File: config.mk
export PLATFORM = sky130hd
export DESIGN_NAME = uart_rx
export DESIGN_NICKNAME = d
export VERILOG_FILES = /design/src/rtl/uart_rx.sv
export SDC_FILE = /design/constraint.sdc
export NUM_CORES = 1
export LEC_CHECK = 0
export BUFFER_PORTS_ARGS = -buffer_cell sky130_fd_sc_hd__buf_2
export CORE_UTILIZATION = 59
export CTS_CLUSTER_SIZE = 28
export DETAILED_ROUTE_END_ITERATION = 8
export PLACE_DENSITY = 0.8
export SETUP_SLACK_MARGIN = 0.02
export SYNTH_ARGS = -nofsm -noshare
export SYNTH_HDL_FRONTEND = slang
export SYNTH_SLANG_ARGS = --single-unit
File: constraint.sdc
create_clock -name clk -period 2.7 [get_ports clk]
set_clock_uncertainty 0.05 [all_clocks]
set_input_delay 0.54 -clock clk [delete_from_list [all_inputs] [get_ports clk]]
set_output_delay 0.54 -clock clk [all_outputs]
set_load 0.1 [all_outputs]
File: src/rtl/uart_rx.sv
// 8N1 UART receiver with 16x oversampling and a runtime-selectable baud rate.
// Latency: rx_valid/frame_err one clk after the stop-bit mid-sample, about 9.5 bit times plus 3 clk after the start edge.
// Backpressure: none; rx_valid is a single-cycle pulse and rx_data holds until the next frame completes.
module uart_rx #(
    parameter int FREQ = 50_000_000
) (
    input  logic       clk,
    input  logic       arst_n,
    input  logic       rx,
    input  logic [1:0] baud_rate,
    output logic [7:0] rx_data,
    output logic       rx_valid,
    output logic       frame_err,
    output logic       busy
);

    localparam logic [15:0] DIV_2400  = 16'(FREQ / (16 * 2400));
    localparam logic [15:0] DIV_4800  = 16'(FREQ / (16 * 4800));
    localparam logic [15:0] DIV_9600  = 16'(FREQ / (16 * 9600));
    localparam logic [15:0] DIV_19200 = 16'(FREQ / (16 * 19200));

    typedef enum logic [1:0] {
        IDLE,
        START,
        DATA,
        STOP
    } state_t;

    state_t      state;
    state_t      state_nxt;

    logic        sync1;
    logic        rx_s;
    logic        rx_prev;
    logic [1:0]  settle;
    logic        armed;
    logic        start_det;

    logic [1:0]  rate_q;
    logic [15:0] div;
    logic [15:0] presc;
    logic        tick;
    logic [3:0]  os_cnt;
    logic [2:0]  bit_cnt;
    logic [7:0]  shift;

    logic        shift_en;
    logic        load_data;
    logic        good_frame;
    logic        bad_frame;

    // Synchronizer and edge history reset high so a released line reads as idle.
    // armed only sets once the chain holds real samples and the line has been seen
    // high, so a line held low through reset release never looks like a start edge.
    always_ff @(posedge clk or negedge arst_n) begin
        if (!arst_n) begin
            sync1   <= 1'b1;
            rx_s    <= 1'b1;
            rx_prev <= 1'b1;
            settle  <= 2'b00;
            armed   <= 1'b0;
        end else begin
            sync1   <= rx;
            rx_s    <= sync1;
            rx_prev <= rx_s;
            settle  <= {settle[0], 1'b1};
            if (settle[1] && rx_s) begin
                armed <= 1'b1;
            end
        end
    end

    assign start_det = armed && rx_prev && !rx_s;

    always_ff @(posedge clk or negedge arst_n) begin
        if (!arst_n) begin
            rate_q <= 2'b00;
        end else if (state == IDLE && start_det) begin
            rate_q <= baud_rate;
        end
    end

    always_comb begin
        div = DIV_2400;
        case (rate_q)
            2'b00:   div = DIV_2400;
            2'b01:   div = DIV_4800;
            2'b10:   div = DIV_9600;
            default: div = DIV_19200;
        endcase
    end

    assign tick = (state != IDLE) && (presc == div - 16'd1);

    always_ff @(posedge clk or negedge arst_n) begin
        if (!arst_n) begin
            presc <= 16'd0;
        end else if (state == IDLE || tick) begin
            presc <= 16'd0;
        end else begin
            presc <= presc + 16'd1;
        end
    end

    always_ff @(posedge clk or negedge arst_n) begin
        if (!arst_n) begin
            state <= IDLE;
        end else begin
            state <= state_nxt;
        end
    end

    always_comb begin
        state_nxt  = state;
        shift_en   = 1'b0;
        load_data  = 1'b0;
        good_frame = 1'b0;
        bad_frame  = 1'b0;
        case (state)
            IDLE: begin
                if (start_det) begin
                    state_nxt = START;
                end
            end
            START: begin
                // Mid-start-bit check rejects short low glitches.
                if (tick && os_cnt == 4'd7) begin
                    state_nxt = rx_s ? IDLE : DATA;
                end
            end
            DATA: begin
                if (tick && os_cnt == 4'd15) begin
                    shift_en = 1'b1;
                    if (bit_cnt == 3'd7) begin
                        state_nxt = STOP;
                    end
                end
            end
            STOP: begin
                if (tick && os_cnt == 4'd15) begin
                    load_data  = 1'b1;
                    good_frame = rx_s;
                    bad_frame  = !rx_s;
                    state_nxt  = IDLE;
                end
            end
            default: state_nxt = IDLE;
        endcase
    end

    always_ff @(posedge clk or negedge arst_n) begin
        if (!arst_n) begin
            os_cnt <= 4'd0;
        end else if (state_nxt != state) begin
            os_cnt <= 4'd0;
        end else if (tick) begin
            os_cnt <= os_cnt + 4'd1;
        end
    end

    // bit_cnt wraps back to 0 after the eighth bit, ready for the next frame.
    always_ff @(posedge clk or negedge arst_n) begin
        if (!arst_n) begin
            bit_cnt <= 3'd0;
            shift   <= 8'h00;
        end else if (state == IDLE) begin
            bit_cnt <= 3'd0;
        end else if (shift_en) begin
            bit_cnt <= bit_cnt + 3'd1;
            shift   <= {rx_s, shift[7:1]};
        end
    end

    always_ff @(posedge clk or negedge arst_n) begin
        if (!arst_n) begin
            rx_data   <= 8'h00;
            rx_valid  <= 1'b0;
            frame_err <= 1'b0;
        end else begin
            rx_valid  <= good_frame;
            frame_err <= bad_frame;
            if (load_data) begin
                rx_data <= shift;
            end
        end
    end

    assign busy = (state != IDLE);

endmodule
# [Yosys cells after proc, flatten, opt, wreduce, memory -nomap -nowiden]
# Index checks and enable logic that the tools add are counted.
[classes] n_addsub=4 eq_ne=10 muxes=20 n_bitwise=1 n_reduce_logical=15
[ops] op="case mux 11 bit (3 select lines)" count=1
[ops] op="adder 16 x 1 -> 16 bit, second input constant" count=1
[ops] op="equality test 16 bit" count=1
[ops] op="2-to-1 mux 16 bit" count=1
[ops] op="subtractor 16 x 1 -> 16 bit, second input constant" count=1
[ops] op="2-to-1 mux 2 bit" count=6
[ops] op="2-to-1 mux 4 bit" count=2
[ops] op="case mux 2 bit (4 select lines)" count=1
[ops] op="logical AND 1 bit" count=7
[ops] op="2-to-1 mux 1 bit" count=7
[ops] op="equality test 2 bit, second input constant" count=3
[ops] op="2-to-1 mux 3 bit" count=2
[ops] op="nonzero test 2 bit" count=3
[ops] op="adder 4 x 1 -> 4 bit, second input constant" count=1
[ops] op="equality test 2 x 1 -> 1 bit, second input constant" count=2
[ops] op="equality test 4 x 3 -> 1 bit, second input constant" count=1
[ops] op="equality test 4 bit, second input constant" count=1
[ops] op="logical NOT 2 bit" count=2
[ops] op="adder 3 x 1 -> 3 bit, second input constant" count=1
[ops] op="equality test 3 bit, second input constant" count=1
[ops] op="inequality test 2 bit" count=1
[ops] op="AND reduction 2 bit" count=1
[ops] op="logical NOT 1 bit" count=1
[ops] op="logical OR 1 bit" count=1
[ops] op="inverter 1 bit" count=1
[totals] ff_bits=51 input_bits=5 wordCells=64

# [Logic depth before layout (Yosys ltp)]
# Gate-level depths: netlist (run 1).
[depth] ltp_word=10 depth_mapped=10 depth_no_buf=8

# [Worst setup path after synthesis (run 1)]
# OpenSTA, ideal clock, no wires.
[synth_timing] kind="register to register" start="reg state[0]" end="reg os_cnt[2]" setup_ns=0.120 t_arrival_ns=2.364 setup_slack_ns=0.166 path_stages_with_launch=8 path_buffers=3 path_cell_list="dfrtp_1 clkbuf_1 or2_0 clkbuf_1 and4_1 buf_2 nand3_1 and3_1"
[synth_via] elab_chain_len=7 elab_cells_between_ends=17
[synth_rtl] element="from (decl)" line_no="29" text="state_t state;"
[synth_rtl] element="from (signal assigned)" line_no="109" text="state <= state_nxt;"
[synth_rtl] element="nonzero test 2 bit *"
[synth_rtl] element="named net busy" line_no="14" text="output logic busy"
[synth_rtl] element="logical AND 1 bit *" line_no="93" text="assign tick = (state != IDLE) && (presc == div - 16'd1);"
[synth_rtl] element="logical AND 1 bit, on equally long branches" line_no="132, 140, 127"
[synth_rtl] element="2-to-1 mux 2 bit, on equally long branches" line_no="140, 127, 132"
[synth_rtl] element="case mux 2 bit (4 select lines)" line_no="119" text="case (state)"
[synth_rtl] element="inequality test 2 bit" line_no="154" text="end else if (state_nxt != state) begin"
[synth_rtl] element="2-to-1 mux 4 bit / nonzero test 2 bit (equally long branches)"
[synth_rtl] element="to (signal assigned)" line_no="157" text="os_cnt <= os_cnt + 4'd1;"
[synth_rtl] element="to (decl)" line_no="43" text="logic [3:0] os_cnt;"
# The timed path passes the listed nets; every way through them passes the cells marked *.
# A chain may end at the register's enable or synchronous reset.

# [Worst setup path in the final report (run 1)]
[layout_timing] start="reg rate_q[0]" end="reg shift[0]"
[layout_via] elab_chain_len=9 elab_cells_between_ends=11
[layout_rtl] element="from (decl)" line_no="39" text="logic [1:0] rate_q;"
[layout_rtl] element="from (signal assigned)" line_no="79" text="rate_q <= baud_rate;"
[layout_rtl] element="equality test 2 bit, or another cell as far along" line_no="85" text="case (rate_q)"
[layout_rtl] element="case mux 11 bit (3 select lines) *" line_no="85"
[layout_rtl] element="subtractor 16 x 1 -> 16 bit *" line_no="93"
[layout_rtl] element="equality test 16 bit *" line_no="93"
[layout_rtl] element="logical AND 1 bit *" line_no="93"
[layout_rtl] element="logical AND 1 bit *" line_no="132" text="if (tick && os_cnt == 4'd15) begin"
[layout_rtl] element="2-to-1 mux 1 bit *" line_no="132"
[layout_rtl] element="2-to-1 mux 1 bit *" line_no="119"
[layout_rtl] element="AND reduction 2 bit (no line) *"
[layout_rtl] element="to (signal assigned)" line_no="170" text="shift <= {rx_s, shift[7:1]};"
[layout_rtl] element="to (decl)" line_no="45" text="logic [7:0] shift;"
# Every way passes the cells marked *; elsewhere a longest branch is shown, timed or not.

==> impl_results.md, run 1 <==
- Status: completed
- Area delta synth->final: 9.10%
- Total track usage: 21.5%
- Residual DRC: 0
- Die height: 66.2 um
- Rows: 22
- Mean Syn Cell Area: 11.5 sq um
- Largest family of logic cells by synthesized area: simple AND/OR/NAND/NOR gates
- Share of cells above drive strength 1: 19.8%
- Worst-path clk slew: 0.09 ns
- Final Setup Violations: 0
- CP required: 2.85 ns
- Antenna Cells: 0
- Area contributors post-synth: dfrtp_1 (49%), mux2_4 (5.5%), nor2_1 (5.1%)
- Ys flop type: dfrtp_1
- Max H-tree Level: 2
- # Post-CTS Setup Buffers: 0
- Adder-cell share of the synthesized area: 4.62%
- Gate Count Post-Synth: 211
- Placer Congestion: 0.785
- Largest net degree at the start of global routing: 39
- Ports: 16
- DRT iter0 DRCs: 95
- Root Buffer: clkbuf_8
- Synth top cells by count: dfrtp_1 (48), nor2_1 (33), nand2_1 (14), xnor2_1 (12)
- CP Launch Type: flop
- Seq/Total Area, Yosys: 52.6%
- Peak VDD IR: 0.000414 V
- Vias per cell: 5.41
- Unique masters post-synth: 39
- R2R depth: 8
- Clk pwr share: 24.4%
- Max Cap Viol: 0
- P_int: 1.19 mW
- Slew Viols, Final: 0
- Max frequency: 404 MHz
- HPWL after DPL: 2.89 mm
- HP Class: input pin to asynchronous set/reset pin
- First-pass GRT wire length: 6.93 mm
- Worst skew pair latency: 0.30 ns
- CTS Hold Bufs: 0
- YS warnings: 0
- Hold Fails Final Rpt: 0
- Count leader, synth: dfrtp_1
- CTS tree: built
- Total power draw: 1.78 mW
- Die ar.: 0.00439 sq mm
- Synth Area in Simple Gates: 15.7%
- Sinks on Clock Net: 51
- Vias in the first global route: 1519
- Netlist Area Pre-Place: 0.00243 sq mm
- Port bufs: 15
- Via count: 1516
- Setup TNS: 0 ns
- Synth area leader: dfrtp_1
- CTS Buffer Depth: 2
- Worst Setup Path Type: flop to flop
- Starting Density: 64.1%
- Per-cell routed wire length: 14.8 um
- Area share of the largest cell type after synthesis: 49.3%
- NetSw: 0.582 mW
- Sequential power share: 51.4%
- Antenna-violating nets left: 0
- Critical path peak fanout: 11
- Leak pwr: 1.38 nW
- Post-synthesis register bit count: 51
- Finished Layout Cells: 280
- Iteration count of the initial detailed-routing pass: 4
- Post-route minimum period: 2.47 ns
- Initial antenna violation count: 0
- Switching part of the total power: 32.8%
- Period utilization: 91.6%
- RSZ-0062 raised after global routing: no
- Comb power frac: 24.2%
- DIE WIDTH: 66.2 um
- Compound-Gate Fraction of Synth Area: 5.91%
- Num CTS Buffers: 5
- Post-Synth XOR/XNOR Area: 7.19%
- Crit end category: flop
- Core ar.: 0.00380 sq mm
- Async S/R FF share, synth: 100%
- Post-placement cell count: 272
- Post-synth EDFFs: 0
- Synth Net Count: 225
- Mux cell area share after synthesis: 10.9%
- Grt total ovfl: 0
- Final wirelength: 4.15 mm
- Arrival time at the worst endpoint: 2.62 ns
- Pwr dens: 668 mW/mm^2
- Final #Nets: 245
state kept, by name, summed over array words and instances, names as in the netlist:
name and count:
armed 1, bit_cnt 3, frame_err 1, os_cnt 4
presc 16, rate_q 2, rx_data 8, rx_prev 1
rx_s 1, rx_valid 1, settle 2, shift 8
state 2, sync1 1
power by group through the flow:
stage,clock network [mW],registers [mW],logic [mW]
4_1_cts,0.447,0.909,0.433
3_3_place_gp,0,0.922,0.418
3_5_place_dp,0,0.924,0.429
6_report,0.433,0.912,0.430
2_1_floorplan,0,0.906,0.342
5_1_grt,0.473,0.924,0.479
final cells by class:
cell class	instances	area, sq um
fill	282	1140
clock inverter	3	18.8
inverter	8	30.0
multi-input combinational	146	1090
timing repair buffer	19	105
tap	48	60.1
clock buffer	5	68.8
sequential	51	1280
routing by layer:
layer	part of all wire, %	vias to the layer above	GRT usage (%)
li1	-	743	-
met1	45	736	27.8
met2	50	33	36.0
met3	4.1	4	5.17
met4	0.70	0	5.59
met5	0	-	0
final timing paths:
kind                                        from                   end  slack, ns
hold reg to reg              settle[0]$_DFF_PN0_   settle[1]$_DFF_PN0_       0.31
max in group asynchronous                 arst_n       sync1$_DFF_PN1_       1.72
setup reg to reg           rate_q[0]$_DFFE_PN0P_  shift[0]$_DFFE_PN0P_       0.23
hold / removal                            arst_n   presc[14]$_DFF_PN0_       0.07
setup / recovery           rate_q[0]$_DFFE_PN0P_  shift[0]$_DFFE_PN0P_       0.23
min in group clk                              rx       sync1$_DFF_PN1_       0.28
cells by family after synthesis:
kind of cell    after synthesis
flops                        51
mux                          21
buf+inv                      14
fa+ha+maj                     9
simple gates                 77
other cells                   1
compound gates               18
xor+xnor                     20
layout by cell type (no fill, tap or decap), types with 8 or more instances in the layout:
master and n:
dfrtp_1 48, nor2_1 33, buf_2 15, nand2_1 14
xnor2_1 12, nand3_1 9, mux2_4 9, mux2_1 9
ha_1 9, inv_1 8, xor2_1 8
metrics by stage:
step | setup WS [ns] | utilization (%) | cell area, sq um | hold WS [ns]
2_1_floorplan | 0.166 | - | 2430 | 0.194
5_1_grt | 0.0673 | 69.9 | 2660 | 0.0789
3_5_place_dp | 0.160 | 67.4 | 2560 | 0.294
4_1_cts | 0.148 | 69.7 | 2650 | 0.0727
6_report | 0.227 | 69.9 | 2660 | 0.0708
3_3_place_gp | 0.294 | 67.4 | 2560 | 0.286
worst max-delay path, stage by stage, from the launching register on:
cell,delay (ns)
dfrtp_1,0.42
inv_1,0.11
ha_1,0.31
xor2_1,0.15
nand3_1,0.08
nor4_1,0.33
and3_2,0.32
nand3b_4,0.22
mux2_1,0.37
what timing repair did:
action / 4_1_cts / 5_1_grt
endpoints found under the setup margin: 0 / 20
resized for setup: 0 / 2
endpoints found under the hold margin: 0 / 0
No activity file was read; power rests on OpenSTA's default activity.
==> run 2: changes to the inputs <==
--- a/config.mk
+++ b/config.mk
@@ -6,9 +6,11 @@
 export NUM_CORES = 1
 export LEC_CHECK = 0
 export BUFFER_PORTS_ARGS = -buffer_cell sky130_fd_sc_hd__buf_2
+export CORE_MARGIN = 2
 export CORE_UTILIZATION = 59
 export CTS_CLUSTER_SIZE = 28
 export DETAILED_ROUTE_END_ITERATION = 8
+export HOLD_SLACK_MARGIN = 0.12
 export PLACE_DENSITY = 0.8
 export SETUP_SLACK_MARGIN = 0.02
 export SYNTH_ARGS = -nofsm -noshare
==> run 2 against run 1 <==
Compared with the run above:
- first-iteration DRC count decreased by 15%
- critical path depth is the same
- sequential share of layout area fell by 0.62 points
- via count down 0.40%
- final cell count grew 0.71%
- die area rose by 6.1%
- routed wire length is 7.9% lower
- sequential power rose by 0.4%
- combinational power shrank 0.9%
- critical path type unchanged
==> impl_results.md, run 2 (synthesis gave the netlist of run 1 again) <==
- Status: completed (unchanged)
- Max Cap Viol: 0 (unchanged)
- Root Buffer: clkbuf_8 (unchanged)
- Core ar.: 0.00400 sq mm (was 0.00380 sq mm)
- CP required: 2.85 ns (about the same)
- Final #Nets: 245 (unchanged)
- Via count: 1510 (was 1516)
- Met2 usage: 30.5% (was 36.0%)
- Finished layout cell area: 0.00269 sq mm (was 0.00266 sq mm)
- CTS Buffer Depth: 2 (unchanged)
- Antenna Cells: 0 (unchanged)
- Final wirelength: 3.82 mm (was 4.15 mm)
- Port bufs: 15 (unchanged)
- Period utilization: 90.7% (was 91.6%)
- Clk pwr share: 29.2% (was 24.4%)
- Setup TNS: 0 ns (unchanged)
- Placer Congestion: 0.828 (was 0.785)
- HPWL after DPL: 2.69 mm (was 2.89 mm)
- Post-route minimum period: 2.45 ns (was 2.47 ns)
- Die height: 68.2 um (was 66.2 um)
- Area delta synth->final: 10.6% (was 9.10%)
- Leak pwr: 1.40 nW (was 1.38 nW)
- Total power draw: 1.90 mW (was 1.78 mW)
- Worst Setup Path Type: flop to flop (unchanged)
- Slowest cell on the critical path: dfrtp_2 (was dfrtp_1)
- Hold Fails Final Rpt: 0 (unchanged)
- Per-cell routed wire length: 13.5 um (was 14.8 um)
- Met1 GRT Util: 25.6% (was 27.8%)
- Max reg flops: 16 (unchanged)
- Sinks on Clock Net: 51 (unchanged)
- Comb power frac: 22.5% (was 24.2%)
- Starting Density: 60.9% (was 64.1%)
- Vias per cell: 5.35 (was 5.41)
- CP Launch Type: flop (unchanged)
- CTS tree: built (unchanged)
- Arrival time at the worst endpoint: 2.60 ns (was 2.62 ns)
- Crit path buffers/inverters: 1 (unchanged)
- Die ar.: 0.00466 sq mm (was 0.00439 sq mm)
- Fill cells: 295 (was 282)
- Peak VDD IR: 0.000437 V (was 0.000414 V)
- Post-placement cell count: 274 (was 272)
- # Post-CTS Setup Buffers: 0 (unchanged)
- Worst Tran Pin Value: 0.623 ns
- Antenna-violating nets left: 0 (unchanged)
- Grt total ovfl: 0 (unchanged)
- Most frequent cells in the layout: dfrtp_1 (47), nor2_1 (33), buf_2 (15), nand2_1 (14), xnor2_1 (12) (was dfrtp_1 (48), nor2_1 (33), buf_2 (15), nand2_1 (14), xnor2_1 (12))
- Worst-path clk slew: 0.09 ns (about the same)
- Max H-tree Level: 2 (unchanged)
- Rows: 23 (was 22)
- Finished Layout Cells: 282 (was 280)
- First-pass GRT wire length: 6.58 mm (was 6.93 mm)
- Switching part of the total power: 30.5% (was 32.8%)
- Register-to-register path setup slack: 0.25 ns (was 0.23 ns)
- Largest Register: presc (unchanged)
- Vias in the first global route: 1470 (was 1519)
- Slowest stage delay, CP: 0.42 ns (about the same)
- Sequential power share: 48.3% (was 51.4%)
- Commonest non-fill, non-tap cell in the layout: dfrtp_1 (unchanged)
- Iteration count of the initial detailed-routing pass: 4 (unchanged)
- Critical path peak fanout: 11 (unchanged)
- Max frequency: 408 MHz (was 404 MHz)
- Share of cells above drive strength 1: 20.3% (was 19.8%)
- Ports: 16 (unchanged)
- Residual DRC: 0 (unchanged)
- Crit end category: flop (unchanged)
- Family with the most delay on the worst path: simple AND/OR/NAND/NOR gates (unchanged)
- Slew Limit Headroom: 58.5%
- P_int: 1.32 mW (was 1.19 mW)
- Worst path cell trace: inv_1, ha_1, xor2_1, nand3_1, nor4_1, and3_2, nand3b_4, mux2_1 (unchanged)
- DP Area: 0.00256 sq mm (about the same)
- Largest net degree at the start of global routing: 52 (was 39)
- RSZ-0062 raised after global routing: no (unchanged)
- Total track usage: 19.2% (was 21.5%)
- Top Registers: presc: 16 flops, rx_data: 8 flops, shift: 8 flops (unchanged)
- NetSw: 0.578 mW (was 0.582 mW)
- Num CTS Buffers: 5 (unchanged)
- Final Setup Violations: 0 (unchanged)
- Slew Viols, Final: 0 (unchanged)
- Initial antenna violation count: 0 (unchanged)
- Place WS: 0.144 ns (was 0.160 ns)
- DRT iter0 DRCs: 81 (was 95)
- Worst skew pair latency: 0.31 ns (was 0.30 ns)
- HP Class: input pin to asynchronous set/reset pin (unchanged)
- DIE WIDTH: 68.2 um (was 66.2 um)
- Met3 Resource Use GR: 4.93% (was 5.17%)
- GRT busiest layer: met2 (unchanged)
- Pwr dens: 704 mW/mm^2 (was 668 mW/mm^2)
- Final worst slack: 0.251 ns (was 0.227 ns)
==> run 2: worst register-to-register path, cell delays in order (launching register included) <==
cell	delay, ns
dfrtp_2	0.42
inv_1	0.09
ha_1	0.32
xor2_1	0.15
nand3_1	0.09
nor4_1	0.31
and3_2	0.31
nand3b_4	0.23
mux2_1	0.38
==> run 2: stage by stage <==
step | hold slack, ns | util [%]
6_report | 0.277 | 67.3
5_1_grt | 0.261 | 67.3
4_1_cts | 0.266 | 67.1
3_5_place_dp | 0.286 | 64.1
3_3_place_gp | 0.283 | 64.1
2_1_floorplan | 0.194 | -
==> run 2: path summary, 6_finish.rpt <==
path / from / endpoint / cells past startpoint
hold reg to reg: settle[0]$_DFF_PN0_ / settle[1]$_DFF_PN0_ / 0
max in group asynchronous: arst_n / rate_q[0]$_DFFE_PN0P_ / 2
setup reg to reg: rate_q[0]$_DFFE_PN0P_ / shift[0]$_DFFE_PN0P_ / 8
min in group clk: rx / sync1$_DFF_PN1_ / 1
setup / recovery: rate_q[0]$_DFFE_PN0P_ / shift[0]$_DFFE_PN0P_ / 8
hold / removal: arst_n / presc[6]$_DFF_PN0_ / 2
==> run 2: power by group through the flow <==
stage | Combinational (mW) | Clock [mW] | Sequential (mW)
6_report | 0.426 | 0.554 | 0.916
5_1_grt | 0.485 | 0.599 | 0.929
4_1_cts | 0.428 | 0.565 | 0.914
3_5_place_dp | 0.425 | 0 | 0.928
3_3_place_gp | 0.415 | 0 | 0.924
2_1_floorplan | 0.342 | 0 | 0.906
==> run 2: final cells by class <==
| type | count | area, sq um | area share, % |
|---|---|---|---|
| inverter | 8 | 30.0 | 1.11 |
| clock inverter | 2 | 38.8 | 1.44 |
| clock buffer | 6 | 82.6 | 3.07 |
| multi-input combinational | 146 | 1090 | 40.6 |
| tap | 50 | 62.6 | 2.32 |
| sequential | 51 | 1280 | 47.6 |
| timing repair buffer | 19 | 105 | 3.90 |
==> run 2: what timing repair did <==
| action | in CTS | in global routing |
|---|---|---|
| setup endpoints to repair | 0 | 26 |
| hold buffers | 0 | 0 |
| gates resized for setup | 0 | 3 |
==> run 2: routing by layer <==
layer / wire length, um / vias to the layer above
met5: 0 / -
met4: 58 / 0
met3: 145 / 6
met2: 1810 / 26
met1: 1800 / 731
li1: - / 747
==> run 3: changes to the inputs <==
--- a/config.mk
+++ b/config.mk
@@ -11,7 +11,8 @@
 export CTS_CLUSTER_SIZE = 28
 export DETAILED_ROUTE_END_ITERATION = 8
 export HOLD_SLACK_MARGIN = 0.12
-export PLACE_DENSITY = 0.8
+export PLACE_DENSITY = 0.76
+export REMOVE_ABC_BUFFERS = 1
 export SETUP_SLACK_MARGIN = 0.02
 export SYNTH_ARGS = -nofsm -noshare
 export SYNTH_HDL_FRONTEND = slang
==> run 3 against run 2 <==
Compared with the run above:
- sequential power is 0.8% lower
- setup slack worse by 0.042 ns
- flip-flop and latch count stayed put
- global-route usage is 0.25 points lower
- via count is 0.40% higher
- register-to-register slack worse by 0.04 ns
- core utilization is 0.13 points higher
- final area is 0.19% higher
- largest power group unchanged
- highest routed layer unchanged
==> impl_results.md, run 3 (synthesis gave the netlist of run 1 again) <==
- Status: completed (unchanged)
- Slowest stage delay, CP: 0.42 ns (about the same)
- Critical path peak fanout: 11 (unchanged)
- Period utilization: 92.2% (was 90.7%)
- Slew Viols, Final: 0 (unchanged)
- Num CTS Buffers: 5 (unchanged)
- Largest net degree at the start of global routing: 52 (unchanged)
- Peak VDD IR: 0.000474 V (was 0.000437 V)
- Starting Density: 60.9% (unchanged)
- Post-placement cell count: 274 (unchanged)
- Share of cells above drive strength 1: 20.3% (unchanged)
- Port bufs: 15 (unchanged)
- DIE WIDTH: 68.2 um (unchanged)
- Max H-tree Level: 2 (unchanged)
- Commonest non-fill, non-tap cell in the layout: dfrtp_1 (unchanged)
- Hold Path Cell Cnt: 1
- Pwr dens: 709 mW/mm^2 (was 704 mW/mm^2)
- CP Launch Type: flop (unchanged)
- Antenna-violating nets left: 0 (unchanged)
- Area delta synth->final: 10.8% (was 10.6%)
- Setup TNS: 0 ns (unchanged)
- Sinks on Clock Net: 51 (unchanged)
- Vias in the first global route: 1414 (was 1470)
- Switching part of the total power: 31.1% (was 30.5%)
- Antenna Cells: 0 (unchanged)
- DRT iter0 DRCs: 86 (was 81)
- Slew Limit Headroom: 58.0% (was 58.5%)
- Hold Fails Final Rpt: 0 (unchanged)
- Ports: 16 (unchanged)
- Rows: 23 (unchanged)
- CTS Hold Bufs: 0 (unchanged)
- Grt total ovfl: 0 (unchanged)
- Resized Gates After CTS: 0 (unchanged)
- Worst Setup Path Type: flop to flop (unchanged)
- Final #Nets: 245 (unchanged)
- Vias per cell: 5.38 (was 5.35)
- Crit end category: flop (unchanged)
- Placer Congestion: 0.777 (was 0.828)
- Via count: 1516 (was 1510)
- Top Registers: presc: 16 flops, rx_data: 8 flops, shift: 8 flops (unchanged)
- R2R depth: 8 (unchanged)
- Core ar.: 0.00400 sq mm (unchanged)
- Max frequency: 402 MHz (was 408 MHz)
- P_int: 1.32 mW (about the same)
- Arrival time at the worst endpoint: 2.63 ns (was 2.60 ns)
- Initial antenna violation count: 0 (unchanged)
- Largest Register: presc (unchanged)
- Worst skew pair latency: 0.30 ns (was 0.31 ns)
- CTS tree: built (unchanged)
- RSZ-0062 raised after global routing: no (unchanged)
- Max Cap Viol: 0 (unchanged)
- Slowest cell on the critical path: dfrtp_1 (was dfrtp_2)
- Worst-path clk slew: 0.09 ns (about the same)
- Final Setup Violations: 0 (unchanged)
- First-pass GRT wire length: 6.47 mm (was 6.58 mm)
- Max reg flops: 16 (unchanged)
- Worst Tran Pin Value: 0.629 ns (was 0.623 ns)
- Final wirelength: 3.94 mm (was 3.82 mm)
- Residual DRC: 0 (unchanged)
- # Post-CTS Setup Buffers: 0 (unchanged)
- Root Buffer: clkbuf_8 (unchanged)
- Worst path cell trace: inv_1, ha_1, xor2_1, nand3_1, nor4_2, and3_2, nand3b_4, mux2_1 (was inv_1, ha_1, xor2_1, nand3_1, nor4_1, and3_2, nand3b_4, mux2_1)
- Post-route minimum period: 2.49 ns (was 2.45 ns)
- Most frequent cells in the layout: dfrtp_1 (48), nor2_1 (33), buf_2 (15), nand2_1 (14), xnor2_1 (12) (was dfrtp_1 (47), nor2_1 (33), buf_2 (15), nand2_1 (14), xnor2_1 (12))
- Total track usage: 19.0% (was 19.2%)
- Finished Layout Cells: 282 (unchanged)
- Per-cell routed wire length: 14.0 um (was 13.5 um)
- HP Class: input pin to flop (was input pin to asynchronous set/reset pin)
- NetSw: 0.594 mW (was 0.578 mW)
- CTS Buffer Depth: 2 (unchanged)
- Leak pwr: 1.40 nW (about the same)
- Die height: 68.2 um (unchanged)
- Fill cells: 299 (was 295)
- Sequential power share: 47.5% (was 48.3%)
- Clk pwr share: 29.0% (was 29.2%)
- HPWL after DPL: 2.65 mm (was 2.69 mm)
- CP required: 2.84 ns (was 2.85 ns)
- Die ar.: 0.00466 sq mm (unchanged)
- Comb power frac: 23.5% (was 22.5%)
- Register-to-register path setup slack: 0.21 ns (was 0.25 ns)
- Iteration count of the initial detailed-routing pass: 4 (unchanged)
[run 3: power by group through the flow]
stage / sequential (mW) / clock (mW) / combinational, mW
detailed placement: 0.923 / 0 / 0.424
global placement: 0.922 / 0 / 0.418
global route: 0.922 / 0.599 / 0.509
finish: 0.909 / 0.555 / 0.449
CTS: 0.908 / 0.574 / 0.429
floorplan: 0.914 / 0 / 0.323
[run 3: path summary, 6_finish.rpt]
kind | from | to
worst max-delay path | rate_q[0]$_DFFE_PN0P_ | shift[0]$_DFFE_PN0P_
worst min-delay path | rx | sync1$_DFF_PN1_
worst max register to register | rate_q[0]$_DFFE_PN0P_ | shift[0]$_DFFE_PN0P_
worst min register to register | settle[0]$_DFF_PN0_ | settle[1]$_DFF_PN0_
max in group asynchronous | arst_n | rx_valid$_DFF_PN0_
min in group asynchronous | arst_n | rx_data[0]$_DFFE_PN0P_
[run 3: area by class of cell]
type                            instances  area [sq um]  share of cell area [%]
Sequential cell                        51          1280                    47.4
Timing Repair Buffer                   19           105                    3.89
Multi-Input combinational cell        146          1100                    40.8
Clock buffer                            6          82.6                    3.06
Clock inverter                          2          38.8                    1.44
Tap cell                               50          62.6                    2.32
Inverter                                8          30.0                    1.11
[run 3: routing by layer]
metal  up-vias  share of wire (%)  track usage [%]  routed length, um
met2        19                 47             30.8               1850
met3         6                2.6             4.93                101
met5         -                  0                0                  0
li1        746                  -                -                  -
met1       745                 49             25.2               1940
met4         0                1.3             5.25                 52
[run 3: critical path, delay by kind of cell, from the launching register on]
kind                     cells  cell delay [ns]
AND/OR/NAND/NOR              4             0.98
buffers and inverters        1             0.09
adder cells (fa/ha/maj)      1             0.31
multiplexers                 1             0.38
XOR/XNOR                     1             0.15
flip-flops                   1             0.42
[run 3: metrics by stage]
stage / area [sq um] / utilization (%) / hold WS (ns) / worst slack, ns / power (mW)
global route: 2700 / 67.5 / 0.256 / 0.0213 / 2.03
detailed placement: 2560 / 64.1 / 0.290 / 0.187 / 1.35
global placement: 2560 / 64.1 / 0.284 / 0.277 / 1.34
CTS: 2680 / 67.1 / 0.264 / 0.161 / 1.91
finish: 2700 / 67.5 / 0.275 / 0.210 / 1.91
floorplan: 2390 / - / 0.194 / 0.0656 / 1.24
